## src/rtl/cpu_control_seq.sv

```systemverilog
// Multi-cycle instruction sequencer: fetches into the instruction register, decodes
// the class and steps the decoder state code. Optional trap via CPU_ILLEGAL_TRAP_EN.
module cpu_control_seq #(
  parameter int COUNT_W       = 16,
  parameter int FETCH_TIMEOUT = 15
) (
  input  logic               clk,
  input  logic               reset,
  input  logic               run,
  input  logic               instr_valid,
  input  logic [22:0]        instr_in,
  output logic               instr_ready,
  output logic [22:0]        opcode,
  output logic [4:0]         state,
  output logic               alu_op,
  output logic               done,
  output logic               fetch_err,
  output logic [COUNT_W-1:0] instr_count
`ifdef CPU_ILLEGAL_TRAP_EN
  ,
  output logic               trap
`endif
);

  localparam logic [4:0] IDLE   = 5'b00000;
  localparam logic [4:0] LOAD   = 5'b00001;
  localparam logic [4:0] MOV    = 5'b00010;
  localparam logic [4:0] ARI1   = 5'b00011;
  localparam logic [4:0] ARI2   = 5'b00100;
  localparam logic [4:0] ARI3   = 5'b00101;
  localparam logic [4:0] FETCH  = 5'b00110;
  localparam logic [4:0] DECODE = 5'b00111;
  localparam logic [4:0] TRAP   = 5'b01000;

  localparam logic [2:0] C_LOAD = 3'b000;
  localparam logic [2:0] C_MOV  = 3'b001;
  localparam logic [2:0] C_ADD  = 3'b010;
  localparam logic [2:0] C_SUB  = 3'b011;
  localparam logic [2:0] C_NOP  = 3'b111;

`ifdef CPU_ILLEGAL_TRAP_EN
  localparam bit TRAP_EN = 1'b1;
`else
  localparam bit TRAP_EN = 1'b0;
`endif

  localparam logic [7:0] TMO_LAST = 8'(FETCH_TIMEOUT - 1);

  logic [7:0] tmo_cnt;
  logic [2:0] cls;
  logic       cls_illegal;
  logic       complete;

  assign cls         = opcode[22:20];
  assign cls_illegal = (cls == 3'b100) || (cls == 3'b101) || (cls == 3'b110);
  assign instr_ready = (state == FETCH);

  // Final execute step of an instruction; nop (and untrapped illegal) finishes in DECODE.
  assign complete = (state == LOAD) || (state == MOV) || (state == ARI3) ||
                    ((state == DECODE) && ((cls == C_NOP) || (cls_illegal && !TRAP_EN)));

`ifdef CPU_ILLEGAL_TRAP_EN
  assign trap = (state == TRAP);
`endif

  always_ff @(posedge clk) begin
    if (reset) begin
      state       <= IDLE;
      opcode      <= '0;
      done        <= 1'b0;
      fetch_err   <= 1'b0;
      instr_count <= '0;
      alu_op      <= 1'b0;
      tmo_cnt     <= '0;
    end else begin
      done <= complete;
      if (complete) begin
        instr_count <= instr_count + 1'b1;
        state       <= run ? FETCH : IDLE;
      end else begin
        case (state)
          IDLE: if (run) state <= FETCH;
          FETCH: begin
            if (instr_valid) begin
              opcode  <= instr_in;
              tmo_cnt <= '0;
              state   <= DECODE;
            end else if (!run) begin
              tmo_cnt <= '0;
              state   <= IDLE;
            end else if (tmo_cnt == TMO_LAST) begin
              fetch_err <= 1'b1;
              tmo_cnt   <= '0;
              state     <= IDLE;
            end else begin
              tmo_cnt <= tmo_cnt + 8'd1;
            end
          end
          DECODE: begin
            case (cls)
              C_LOAD: state <= LOAD;
              C_MOV:  state <= MOV;
              C_ADD, C_SUB: begin
                state  <= ARI1;
                alu_op <= opcode[20];
              end
              default: if (TRAP_EN) state <= TRAP;
            endcase
          end
          ARI1: state <= ARI2;
          ARI2: state <= ARI3;
          default: ;
        endcase
      end
    end
  end

endmodule

```

## config.mk

```make
export PLATFORM = sky130hd
export DESIGN_NAME = cpu_control_seq
export DESIGN_NICKNAME = d
export VERILOG_FILES = /design/src/rtl/cpu_control_seq.sv
export SDC_FILE = /design/constraint.sdc
export NUM_CORES = 1
export LEC_CHECK = 0
export BUFFER_PORTS_ARGS = -buffer_cell sky130_fd_sc_hd__buf_2
export CAP_MARGIN = 20
export CORE_UTILIZATION = 45
export DETAILED_ROUTE_END_ITERATION = 8
export HOLD_SLACK_MARGIN = 0.15
export PLACE_DENSITY_LB_ADDON = 0.15
export SLEW_MARGIN = 20
export SYNTH_ARGS = -nofsm -noshare
export SYNTH_HDL_FRONTEND = slang
export SYNTH_SLANG_ARGS = --single-unit
```

## constraint.sdc

```tcl
create_clock -name clk -period 1.5 [get_ports clk]
set_input_delay 0.225 -clock clk [delete_from_list [all_inputs] [get_ports clk]]
set_output_delay 0.225 -clock clk [all_outputs]
set_load 0.01 [all_outputs]
```

[Word level (Yosys, flattened, before mapping)]
Cells that the tools add are included.
Storage, ports and cells
  flip-flop bits (word level): 55
  latch bits: 0
  bits in writable memories: 0
  ROM bits: 0
  bits of input ports: 27
  output and inout bits: 48
  memories kept: 0
Operators by class
  add/sub/neg operators: 2
  multipliers: 0
  divide/modulo/power cells: 0
  order comparisons: 0
  equality and inequality tests: 18
  shifts and indexed selects: 0
  mux-type cells: 11
  bitwise gates (word level): 2
  reduce and logical (&&, ||, !) cells: 16
Operators by type and width (number)
  $mux 5: 5
  $pmux 5 s5: 1
  $mux 8: 3
  $eq 5x3->1 const B: 4
  $add 16x1->16 const B: 1
  $pmux 5 s3: 1
  $eq 3x3->1 const B: 4
  $eq 5x2->1 const B: 2
  $add 8x1->8 const B: 1
  $eq 8x4->1 const B: 1
  $eq 3x2->1 const B: 2
  $logic_or 1x1->1: 6
  $reduce_and 3->1: 2
  $reduce_bool 6->1: 1
  $eq 5x1->1 const B: 1
  $logic_not 5->1: 1
  $ne 5x2->1 const B: 1
  $ne 5x3->1 const B: 1
  $reduce_and 5->1: 1
  $reduce_and 4->1: 1
  $eq 3x1->1 const B: 1
  $logic_not 3->1: 1
  $mux 3: 1
  $ne 3x3->1 const B: 1
  4 further kinds: 5

[Logic depth before layout (Yosys ltp)]
  depth after elaboration: 8
  mapped depth: 8
  depth with buffers taken out: 5

[Least setup slack after synthesis]
Ideal clock, no wire load.
  path type: register -> register
  from: register instr_count[3]
  to: register instr_count[15]
  library setup time: 0.121 ns
  arrival: 1.485 ns
  data required time: 1.379 ns
  slack: -0.106 ns
  stages on the path, launching flop included: 5
  buffers on the path: 0
  clock period less this slack: 1.606 ns
  cells stage by stage: dfxtp_1 -> and4_1 -> nand3_2 -> nor4_1 -> mux2_2
Between the ends
  cells in the longest elaborated chain, start to end: 1
RTL lines
  start: declaration: RTL line 18  | output logic [COUNT_W-1:0] instr_count
  start signal: assignment: RTL line 78  | instr_count <= instr_count + 1'b1;
  $add 16x1->16: RTL line 78
Every way passes these cells.
A chain may end at the register's enable or synchronous reset.

[Final worst setup path]
  from: register state[2]
  to: register instr_count[5]
Between the ends
  cells in the longest elaborated chain, start to end: 4
  elaborated cells on any way between the ends: 8
  those cells by class: 4 x eq/ne; 4 x reduce/logical
RTL lines
  start: declaration: RTL line 14  | output logic [4:0] state,
  start signal: assignment: RTL line 79  | state <= run ? FETCH : IDLE;
  $eq 5x1->1 or $eq 5x2->1 (tied branches): RTL line 59  | assign complete = (state == LOAD) || (state == MOV) || (state == ARI3) ||
  $logic_or 1x1->1 (2 in series): RTL line 59
  $logic_or 1x1->1 (*): RTL line 59
Every way passes the cells marked *; elsewhere a longest branch is shown, timed or not.

==> flow_metrics.tcl <==
set metrics [dict create \
    outcome "finished, violations left" \
    violations "setup timing" \
    synth_top_area_share_pct 44.75 \
    rr_worst_depth 6 \
    grt_pass1_vias 2188 \
    pre_cts_ws_ps -142.5 \
    die_area_mm2 0.005563 \
    syn_inst 290 \
    initial_core_util_pct 46.72 \
    drtPass1Iterations 5 \
    io_buffers 72 \
    hp-class "input pin to flip-flop" \
    cp.arrival_ps 1850 \
    setup_ws_ps -108.2 \
    maxCapViolations 0 \
    ios 75 \
    cts.clk_slew.worst_paths_ps 100 \
    drt-vias-per-instance 5.004 \
    period_share_pct 107.2 \
    hold_end "opcode[14]" \
    fin_tns_setup_ps -671.8 \
    worstMarginPinSlew_ps 537.5 \
    hp-start "instr_in[14]" \
    gp_congestion 0.8076 \
    gr-total-overflow 0 \
    synthArstFlopShare_pct 0 \
    finClkSkew_ps 6.228 \
    synth.area.top_cells "dfxtp_1 45%, nand2_1 9.7%, a21oi_1 7.8%, nand3_1 2.3%, nor2_1 2.2%" \
    drive_above_1_share_pct 36.52 \
    hold_depth 3 \
    grt_antenna_before_repair 0 \
    setup.reg_to_reg.worst_slack_ps -110 \
    drcViolationCount 0 \
    grt_pass1_wl_um 9563 \
    cts_tree "yes" \
    die_height_um 74.59 \
    worstReg2RegEnd "instr_count[5]" \
    postRouteWirelength_um 6145 \
    end_kind "flip-flop" \
    yosysUniqueCellTypes 44 \
    antenna_cells 0 \
    cts_root_buffer "clkbuf_8" \
    ys.warnings.count 0 \
    rows 26 \
    core-area_mm2 0.005075 \
    yosysMostFrequentCell "nand2_1" \
    synth.yosys.seq_area_share_pct 44.75 \
    crit_top_cell "buf_6" \
    cts-htree-levels 2 \
    synthFlopType "dfxtp_1" \
    synth_area_per_cell_um2 8.176 \
    wl_per_cell_um 12.57 \
    crit_path_top_delay_cell "or4_1" \
    clock_sinks 53 \
    drt_iter0_drc 116 \
    slew_headroom_pct 63.70 \
    grt_max_degree 24 \
    ir_worst_vdd_uv 491.1 \
    dp_hpwl_um 3964 \
    num_vias 2447 \
    synth_common_cells "61 x nand2_1, 53 x dfxtp_1, 37 x a21oi_1" \
    synth_area_leader_cell "dfxtp_1" \
    setup_viol 12 \
    regToRegStartpoint "state[2]" \
    synth_edf_count 0 \
    clk_latency_ps 310 \
    maxSlewViolCount 0 \
    rsz0062_at_grt "true" \
    cp.required_ps 1740 \
    timing.fmax_ghz 0.6218 \
    crit_fanout 8 \
    path_cells "buf_6 -> nor3b_4 -> a21oi_4 -> buf_6 -> or4_1 -> a21oi_1" \
    crit_type "flip-flop to flip-flop" \
    power_density_mw_per_mm2 991.8 \
    syn_to_final_growth_pct 48.55 \
    cts_buffer_depth 2 \
    ant_nets 0 \
    min_period_ps 1608 \
    hold_viol_final 0 \
    die_w_um 74.59 \
    worstSetupStartpointType "flip-flop" \
    nets 448 \
    synth-seq-cells 53 \
    power_leakage_uw 0.001529 \
    cts_buffers 5 \
    syn_area_mm2 0.002371 \
    grt_util_all_layers_pct 21.96 \
    critPathMaxStageDelay_ps 490 \
]
area by class of cell:
class,instances,area (um2)
sequential,53,1074
multi-input combinational,210,1262
clock inverter,2,13.76
timing repair buffer,140,979.7
fill,430,1553
tap,70,87.58
inverter,8,32.53
clock buffer,6,72.57
worst max-delay path by stage:
stage                               from               to  slack (ps)  depth (start not counted)
after global placement          state[1]   instr_count[0]        -100                          5
after CTS                       state[2]  instr_count[10]        -130                          6
final                           state[2]   instr_count[5]        -110                          6
after detailed placement        state[1]   instr_count[0]        -140                          5
after global routing            state[2]  instr_count[14]        -190                          5
after floorplan           instr_count[6]  instr_count[15]         -10                          4
kinds of logic (layout without fill, tap and decap cells):
family | Yosys count | after routing | synth area share [%]
buffers and inverters | 28 | 156 | 5.541
flip-flops | 53 | 53 | 44.75
XOR/XNOR | 1 | 1 | 0.3695
AO/OA/AOI/OAI | 69 | 69 | 17.20
AND/OR/NAND/NOR | 131 | 131 | 28.55
other | 1 | 2 | 0.1582
adder cells (fa/ha/maj) | 3 | 3 | 1.583
multiplexers | 4 | 4 | 1.847
cell usage in the layout, fill, tap and decap left out, types with 2 or more instances in the layout:
cell type / netlist / layout
a21oi_2: 1 / 2
buf_4: 4 / 38
dlygate4sd3_1: 0 / 21
a22o_1: 2 / 2
clkbuf_8: 0 / 5
inv_1: 7 / 7
mux2_2: 3 / 2
or3_1: 6 / 5
ha_1: 3 / 3
a31oi_1: 6 / 6
dfxtp_2: 0 / 7
nand3_1: 11 / 11
conb_1: 1 / 2
o22ai_1: 2 / 2
nand2_1: 61 / 61
nand3b_1: 2 / 2
nand4_1: 4 / 4
dfxtp_1: 53 / 45
nand4b_1: 2 / 2
a21oi_1: 37 / 35
or4_1: 5 / 4
buf_2: 9 / 72
nand2b_1: 2 / 2
o21ai_0: 9 / 9
nor2b_1: 6 / 6
buf_6: 0 / 7
o31ai_1: 5 / 5
and3_1: 5 / 5
nor2_1: 14 / 14
what timing repair did:
| action | 4_1_cts | 5_1_grt |
|---|---|---|
| setup buffers | 6 | 6 |
| pin swaps | 17 | 10 |
| gates cloned | 0 | 1 |
| endpoints found under the hold margin | 21 | 0 |
| hold buffers | 21 | 0 |
| endpoints found under the setup margin | 16 | 33 |
| gates resized for setup | 17 | 9 |
critical path, delay by kind of cell, from the launching register on:
family	cells	cell delay, ps
DFF	1	330
and+or+nand+nor	2	740
AOI/OAI and AO/OA	2	230
buffers and inverters	2	240
metal layers:
layer | up-vias | GRT usage (%) | wire length (um)
li1 | 1271 | - | -
met3 | 9 | 4.472 | 205
met1 | 1120 | 27.64 | 2737
met4 | 0 | 5.870 | 74
met2 | 47 | 38.14 | 3128
met5 | - | 0 | 0
registers in the layout (all words and copies together) (netlist names):
register     flops
tmo_cnt          8
state            3
done             1
instr_count     16
alu_op           1
fetch_err        1
opcode          23
power breakdown:
| part | switching, uW | internal [uW] |
|---|---|---|
| clock | 481 | 334 |
| combinational | 520 | 602 |
| sequential | 56.5 | 1500 |
stage by stage:
stage	hold WS, ps	cell area, um2	total power [uW]	cells	util [%]
2_1_floorplan	361.0	2410	2090	291	-
3_3_place_gp	438.6	3019	2361	448	59.49
3_5_place_dp	443.4	3019	2371	448	59.49
4_1_cts	151.3	3425	3417	482	67.48
5_1_grt	168.2	3522	3683	489	69.40
6_report	163.8	3522	3493	489	69.40
(Power assumes the default switching activity.)
